## src/rtl/pipe_mac_pkg.sv

```systemverilog
// Shared widths, result-slice helpers and the per-beat sideband carried down
// the pipe_mac pipeline.
package pipe_mac_pkg;

  localparam int GUARD_BITS = 4;
  localparam int SB_IDW_MAX = 16;
  localparam int SB_UDW_MAX = 8;

  function automatic int acc_w(input int dw);
    return 2 * dw + 2 * GUARD_BITS;
  endfunction

  // Q16.16 result window inside the guarded accumulator
  function automatic int res_hi(input int dw);
    return acc_w(dw) - GUARD_BITS - 1 - dw / 2;
  endfunction

  function automatic int res_lo(input int dw);
    return dw / 2 + GUARD_BITS;
  endfunction

  typedef struct packed {
    logic                  last;
    logic                  first;
    logic [SB_UDW_MAX-1:0] user;
    logic [SB_IDW_MAX-1:0] id;
  } beat_sb_t;

endpackage

```

## src/rtl/pipe_mac_mul.sv

```systemverilog
// Stage 2 of pipe_mac: registered full-width signed multiplier that holds its
// product while the pipeline is stalled.
module pipe_mac_mul #(
  parameter int DW = 32
) (
  input  logic                   clk,
  input  logic                   rstn,
  input  logic                   en,
  input  logic signed [DW-1:0]   a,
  input  logic signed [DW-1:0]   b,
  output logic signed [2*DW-1:0] p
);

  // NOTE: registers are written with <= only, so every flop samples pre-edge values.
  always_ff @(posedge clk) begin
    if (rstn) begin
      p <= '0;
    end else if (en) begin
      p <= a * b;
    end
  end

endmodule

```

## src/rtl/pipe_mac.sv

```systemverilog
// Pipelined signed fixed-point MAC: accepts {weight, activation} beats over
// AXI-Stream and emits one truncated Q16.16 sum per TLAST-delimited group.
module pipe_mac
  import pipe_mac_pkg::*;
#(
  parameter int DW          = 32,
  parameter int IDW         = 8,
  parameter int UDW         = 1,
  parameter int FILTER_SIZE = 25
) (
  input  logic            clk,
  input  logic            rstn,
  input  logic [2*DW-1:0] saxis_tdata,
  input  logic            saxis_tvalid,
  output logic            saxis_tready,
  input  logic            saxis_tlast,
  input  logic [UDW-1:0]  saxis_tuser,
  input  logic [IDW-1:0]  saxis_tid,
  output logic [DW-1:0]   maxis_tdata,
  output logic            maxis_tvalid,
  input  logic            maxis_tready,
  output logic            maxis_tlast,
  output logic [IDW-1:0]  maxis_tid,
  output logic [UDW-1:0]  maxis_tuser
);

  localparam int ACC_W  = acc_w(DW);
  localparam int RES_HI = res_hi(DW);
  localparam int RES_LO = res_lo(DW);
  localparam int CNT_W  = $clog2(FILTER_SIZE + 1);

  logic stall;
  logic accept;

  assign stall        = maxis_tvalid & ~maxis_tready;
  assign saxis_tready = ~rstn & ~stall;
  assign accept       = saxis_tvalid & saxis_tready;

  // ---------------- stage 1: operand capture and group framing
  logic [CNT_W-1:0]     beat_cnt;
  logic                 first_q;
  beat_sb_t             in_sb;
  logic                 s1_valid;
  logic signed [DW-1:0] s1_w;
  logic signed [DW-1:0] s1_a;
  beat_sb_t             s1_sb;

  // NOTE: every field gets a default before the partial writes, so no latch is inferred.
  always_comb begin
    in_sb              = '0;
    in_sb.last         = saxis_tlast | (beat_cnt == CNT_W'(FILTER_SIZE - 1));
    in_sb.first        = first_q;
    in_sb.user[UDW-1:0] = saxis_tuser;
    in_sb.id[IDW-1:0]   = saxis_tid;
  end

  always_ff @(posedge clk) begin
    if (rstn) begin
      s1_valid <= 1'b0;
      s1_w     <= '0;
      s1_a     <= '0;
      s1_sb    <= '0;
      beat_cnt <= '0;
      first_q  <= 1'b1;
    end else if (!stall) begin
      s1_valid <= accept;
      if (accept) begin
        s1_w     <= saxis_tdata[2*DW-1:DW];
        s1_a     <= saxis_tdata[DW-1:0];
        s1_sb    <= in_sb;
        first_q  <= in_sb.last;
        beat_cnt <= in_sb.last ? '0 : beat_cnt + 1'b1;
      end
    end
  end

  // ---------------- stage 2: multiply
  logic signed [2*DW-1:0] s2_p;
  logic                   s2_valid;
  logic signed [DW-1:0]   s2_a;
  beat_sb_t               s2_sb;

  pipe_mac_mul #(.DW(DW)) u_mul (
    .clk  (clk),
    .rstn (rstn),
    .en   (~stall),
    .a    (s1_w),
    .b    (s1_a),
    .p    (s2_p)
  );

  always_ff @(posedge clk) begin
    if (rstn) begin
      s2_valid <= 1'b0;
      s2_a     <= '0;
      s2_sb    <= '0;
    end else if (!stall) begin
      s2_valid <= s1_valid;
      s2_a     <= s1_a;
      s2_sb    <= s1_sb;
    end
  end

  // ---------------- stage 3: accumulate in the guarded product domain
  logic [ACC_W-1:0]      term;
  logic [ACC_W-1:0]      bias;
  logic [ACC_W-1:0]      acc;
  logic                  s3_valid;
  beat_sb_t              s3_sb;
  logic [SB_UDW_MAX-1:0] grp_user;

  assign term = {{GUARD_BITS{s2_p[2*DW-1]}}, s2_p, {GUARD_BITS{1'b0}}};
  // bias is the activation moved so its binary point lines up with the product's
  assign bias = {{(GUARD_BITS + DW/2){s2_a[DW-1]}}, s2_a, {(DW/2 + GUARD_BITS){1'b0}}};

  always_ff @(posedge clk) begin
    if (rstn) begin
      acc      <= '0;
      s3_valid <= 1'b0;
      s3_sb    <= '0;
      grp_user <= '0;
    end else if (!stall) begin
      s3_valid <= s2_valid;
      s3_sb    <= s2_sb;
      if (s2_valid) begin
        if (s2_sb.first) begin
          acc      <= (s2_sb.user[0] ? bias : '0) + term;
          grp_user <= s2_sb.user;
        end else begin
          acc <= acc + term;
        end
      end
    end
  end

  // ---------------- output register
  always_ff @(posedge clk) begin
    if (rstn) begin
      maxis_tvalid <= 1'b0;
      maxis_tdata  <= '0;
      maxis_tlast  <= 1'b0;
      maxis_tid    <= '0;
      maxis_tuser  <= '0;
    end else if (!stall) begin
      maxis_tvalid <= s3_valid & s3_sb.last;
      if (s3_valid && s3_sb.last) begin
        maxis_tdata <= acc[RES_HI:RES_LO];
        maxis_tlast <= 1'b1;
        maxis_tid   <= s3_sb.id[IDW-1:0];
        maxis_tuser <= grp_user[UDW-1:0];
      end
    end
  end

  // sideband bits that only exist because the shared struct is sized for the widest user
  logic sb_unused;
  assign sb_unused = ^{s3_sb.first, s3_sb.user, s3_sb.id, grp_user};

endmodule

```

## config.mk

```make
export PLATFORM = sky130hd
export DESIGN_NAME = pipe_mac
export DESIGN_NICKNAME = d
export VERILOG_FILES = /design/src/rtl/pipe_mac_pkg.sv /design/src/rtl/pipe_mac_mul.sv /design/src/rtl/pipe_mac.sv
export SDC_FILE = /design/constraint.sdc
export NUM_CORES = 2
export LEC_CHECK = 0
export ABC_AREA = 1
export CORE_MARGIN = 2
export CORE_UTILIZATION = 43
export DETAILED_ROUTE_END_ITERATION = 7
export GPL_TIMING_DRIVEN = 1
export PLACE_DENSITY = 0.6
export REMOVE_ABC_BUFFERS = 1
export SLEW_MARGIN = 20
export SYNTH_ARGS = -nofsm -noshare
export SYNTH_HDL_FRONTEND = slang
export SYNTH_SLANG_ARGS = --single-unit
```

## constraint.sdc

```tcl
create_clock -name clk -period 17.2 [get_ports clk]
set_input_delay 2.58 -clock clk [delete_from_list [all_inputs] [get_ports clk]]
set_output_delay 2.58 -clock clk [all_outputs]
set_load 0.02 [all_outputs]
```

# Word level (Yosys, flattened, before mapping)
# Cells that the tools add are included.
# totals
regBits,316
in_bits,78
out_inout_bits,44
elab_cells,47
# classes
addsub,3
multipliers,1
eq_ne,1
muxes,3
bitwise_logic,8
reduce_logical,5
# ops
operator,count
$add 72x72->72,2
$mux 72,2
$mul 32x32->64,1
$reduce_and 2->1,3
$add 5x1->5 const B,1
$eq 5x5->1 const B,1
$mux 5,1
$and 1x1->1,4
$not 1->1,3
$reduce_and 3->1,1
$logic_and 1x1->1,1
$or 1x1->1,1

# Logic depth before layout (Yosys ltp)
# depth
ltp_word,6
mapped_depth,34

# Modules after synthesis
# From an unflattened synthesis, not the netlist that was laid out.
# hier_totals
hier_cells,7351
hier_area_um2,53939.2
# modules_own_cells
module,n_inst,cells_per_inst,area_each_um2,seq_area_each_um2
pipe_mac_mul,1,5387,41252.1,1281.2
pipe_mac,1,1964,12687.2,4564.4

# Least setup slack after synthesis
# No wires, ideal clock.
# synth_path
path_kind,register to register
from,reg s1_w[31]
to,reg u_mul.p[38]
setup_time_ps,116
arrival_ps,6529
required_ps,17084
setup_slack_ps,10555
path_stages_with_launch,31
path_buffers,2
path_cell_list,dfxtp_1 -> buf_2 -> clkbuf_1 -> nand2_1 -> inv_1 -> fa_1 -> fa_1 -> fa_1 -> inv_1 -> fa_1 -> inv_1 -> fa_1 -> inv_1 -> fa_1 -> fa_1 -> fa_1 -> inv_1 -> ha_1 -> nand2_1 -> nor2_1 -> inv_1 -> nor2_1 -> inv_1 -> nor2_1 -> nand3_1 -> nand3_1 -> nand2_1 -> inv_1 -> o21ai_0 -> o211ai_1 -> inv_1
# synth_via
elab_chain_len,1
# synth_rtl
item,line_no,text
"start, declared",pipe_mac.sv:44,logic signed [DW-1:0] s1_w;
"start signal, assigned",pipe_mac.sv:68,s1_w <= saxis_tdata[2*DW-1:DW];
$mul 32x32->64,pipe_mac_mul.sv:19,p <= a * b;
"end signal, assigned",pipe_mac_mul.sv:19,
"end, declared",pipe_mac_mul.sv:11,output logic signed [2*DW-1:0] p
# No other way between the ends.
# A chain may end at the register's enable or synchronous reset.

# Worst setup path after layout
# Same ends and word-level chain as after synthesis.

==> flow_summary.json <==
{
  "critical_path.top_delay_family": "adder cells",
  "tns_ns": 0,
  "worst_endpoint_required_time_ns": 17.77,
  "drt-initial-drc-count": 2410,
  "number_of_buffer_and_inverter_instances_along_the_worst_setup_path": 8,
  "drcViolationCount": 0,
  "diodes_inserted": 0,
  "fin_nets": 7052,
  "cts_buffer_depth": 3,
  "global_route.overflow_total": 0,
  "grt.met3_usage_pct": 2.63,
  "drt.antenna.violating_nets": 0,
  "ys_seq_elements": 276,
  "hold_viol_final": 0,
  "slew_viol_final": 0,
  "layout.cells.non_filler": 7310,
  "worst_setup_path_end_kind": "flip-flop",
  "hold_start": "s2_sb[1]$_SDFFE_PP0N_",
  "cts-buffers-inserted": 31,
  "max_cap_violations": 0,
  "layout_worst_path_cycle_share_pct": 46.3,
  "hp-class": "reg -> reg",
  "worstPathMaxFanout": 18,
  "critical_path_start_type": "flip-flop",
  "synth_area_per_cell_um2": 7.42,
  "finalWirelength_mm": 130,
  "global_route.usage.met1_pct": 35.0,
  "post-cts-setup-buffers": 0,
  "yosysMostFrequentCell": "sky130_fd_sc_hd__inv_1",
  "num_rows": 117,
  "detailed_place_hpwl_mm": 104,
  "post-place-cells": 7253,
  "clkTransAtPathRegs_ns": 0.07,
  "fp.dieH_um": 326,
  "clock_tree.root_cell": "sky130_fd_sc_hd__clkbuf_16",
  "cts_resizes": 0,
  "postSynth.topFlopCell": "sky130_fd_sc_hd__dfxtp_1",
  "layout-drive-gt1-share_pct": 3.18,
  "async_flop_share_pct": 0,
  "critical_path.startpoint": "s1_w[31]$_SDFFE_PP0P_",
  "post_drt_wl_per_cell_um": 17.8,
  "fmaxAchievable_ghz": 0.126,
  "clkLatencyLatePin_ns": 0.63,
  "first_pass_grt_wire_length_mm": 211,
  "yosys.area.top_type": "sky130_fd_sc_hd__fa_1",
  "grt_util_all_layers_pct": 25.2,
  "timing.rr.start": "s1_w[31]$_SDFFE_PP0P_",
  "max_slew.worst_pin.slew_ns": 1.13,
  "ctsHoldBuffers": 0,
  "grt_pass1_vias": 37600,
  "setup_violations": 0,
  "post-synth-top-area-fraction_pct": 37.8,
  "place.gp.congestion": 0.955,
  "num_vias": 36300,
  "crit_arrival_ns": 8.53,
  "areaGrowthSynthToFinish_pct": 7.73,
  "synth_cell_area_um2": 44400,
  "criticalPathCategory": "reg -> reg",
  "number_of_instances_in_the_synthesized_netlist": 5993,
  "top_level_ports": 122,
  "cellLeakagePower_nw": 26.3,
  "clock-skew-final_ns": 0.0311,
  "timing.slew.headroom_pct": 24.8,
  "grt_antenna_before_repair": 1,
  "synthDistinctLibCells": 57,
  "period_needed_ns": 7.96,
  "synth_enable_flop_cells": 0,
  "grt_max_degree": 79,
  "detail_route.first_pass.iterations": 5,
  "largest_incremental_delay_on_the_critical_path_ns": 0.83,
  "globalRoute.busiestLayer": "met2",
  "yosys_warnings": 0,
  "pwr_density_cell_nw_per_um2": 83.4,
  "io_buffer_count": 121,
  "outcome": "finished clean",
  "gr-usage-met2_pct": 42.2,
  "cts_tree": "built",
  "cts.sink_count": 276,
  "rsz0062_at_grt": "false",
  "core_area_um2": 102000,
  "design.die.area_um2": 106000,
  "yosysSeqAreaShare_pct": 12.4,
  "synth_area_leaders": "sky130_fd_sc_hd__fa_1, sky130_fd_sc_hd__inv_1, sky130_fd_sc_hd__dfxtp_1",
  "clock_tree.htree_level_count": 1,
  "chip_width_um": 326,
  "critical_path.slowest_cell": "sky130_fd_sc_hd__dfxtp_1",
  "floorplan.initialDensity_pct": 43.5,
  "post_synth_most_frequent_cells": "sky130_fd_sc_hd__inv_1, sky130_fd_sc_hd__nand2_1, sky130_fd_sc_hd__fa_1, sky130_fd_sc_hd__o21ai_0, sky130_fd_sc_hd__dfxtp_1",
  "avgViaCountPerCell": 4.96,
  "maximum_vdd_drop_v": 0.0000833
}
flip-flops by register name (all words and copies together), names as in the netlist, 5 cells and up:
| register | count |
|---|---|
| maxis_tid | 8 |
| u_mul.p | 48 |
| acc | 48 |
| s1_w | 32 |
| s1_sb | 11 |
| s3_sb | 9 |
| s2_sb | 11 |
| s1_a | 32 |
| s2_a | 32 |
| beat_cnt | 5 |
| maxis_tdata | 32 |
cells by family after synthesis:
| kind of cell | count (synthesis) | synth area share (%) |
|---|---|---|
| DFF | 276 | 12.4 |
| AOI/OAI and AO/OA | 696 | 8.50 |
| adders and majority gates | 1056 | 43.9 |
| buffers and inverters | 1955 | 16.6 |
| xor gates and xnor gates | 40 | 0.788 |
| and+or+nand+nor | 1970 | 17.8 |
area by class of cell:
type                       count  area (µm²)
multi-input combinational   3762       31600
clock buffer                  41         883
clock inverter                16         233
inverter                    1653        6210
tap                         1368        1710
fill                       10400       54300
timing repair buffer         194        1750
sequential                   276        5530
layer usage:
layer,up-vias,share of wire (%)
li1,17200,-
met1,17900,45
met2,967,47
met3,145,5.6
met4,0,2.7
met5,-,0
cell usage in the layout (no fill, tap or decap), types with 120 or more instances in the layout:
| master | netlist | final |
|---|---|---|
| sky130_fd_sc_hd__o21ai_0 | 312 | 312 |
| sky130_fd_sc_hd__dfxtp_1 | 276 | 269 |
| sky130_fd_sc_hd__inv_1 | 1647 | 1646 |
| sky130_fd_sc_hd__nand2_1 | 1438 | 1437 |
| sky130_fd_sc_hd__clkdlybuf4s50_1 | 0 | 120 |
| sky130_fd_sc_hd__a21oi_1 | 259 | 259 |
| sky130_fd_sc_hd__nand3_1 | 200 | 200 |
| sky130_fd_sc_hd__fa_1 | 840 | 840 |
| sky130_fd_sc_hd__nor2_1 | 248 | 248 |
| sky130_fd_sc_hd__ha_1 | 216 | 216 |
power by group:
part           internal [mW]  switching (mW)  total, mW
registers              0.709          0.0619      0.771
clock network          0.427           0.317      0.744
logic                  0.854            1.63       2.48
total                   1.99            2.00       4.00
stage by stage:
step / total power, mW / area, µm² / setup slack, ns / hold WS [ns] / util, %
floorplan: 2.40 / 43300 / 10.18 / 0.414 / -
global placement: 3.25 / 46800 / 9.34 / 0.423 / 45.8
detailed placement: 3.25 / 46800 / 9.29 / 0.426 / 45.8
CTS: 4.02 / 47900 / 9.23 / 0.444 / 46.9
global route: 4.36 / 47900 / 8.75 / 0.461 / 46.9
finish: 4.00 / 47900 / 9.24 / 0.441 / 46.9
worst paths after layout:
| check | cells after the start | slack, ns | endpoint |
|---|---|---|---|
| max | 26 | 9.24 | u_mul.p[38]$_SDFFE_PP0N_ |
| min | 2 | 0.44 | s3_sb[1]$_SDFFE_PP0N_ |
| max reg2reg | 26 | 9.24 | u_mul.p[38]$_SDFFE_PP0N_ |
| min reg2reg | 2 | 0.44 | s3_sb[1]$_SDFFE_PP0N_ |
tightest hold or removal path, delay by kind of cell (launching register included):
family,cells,cell delay (ns)
flip-flops,1,0.32
AND/OR/NAND/NOR,2,0.09
Power figures use the tool's default switching activity.
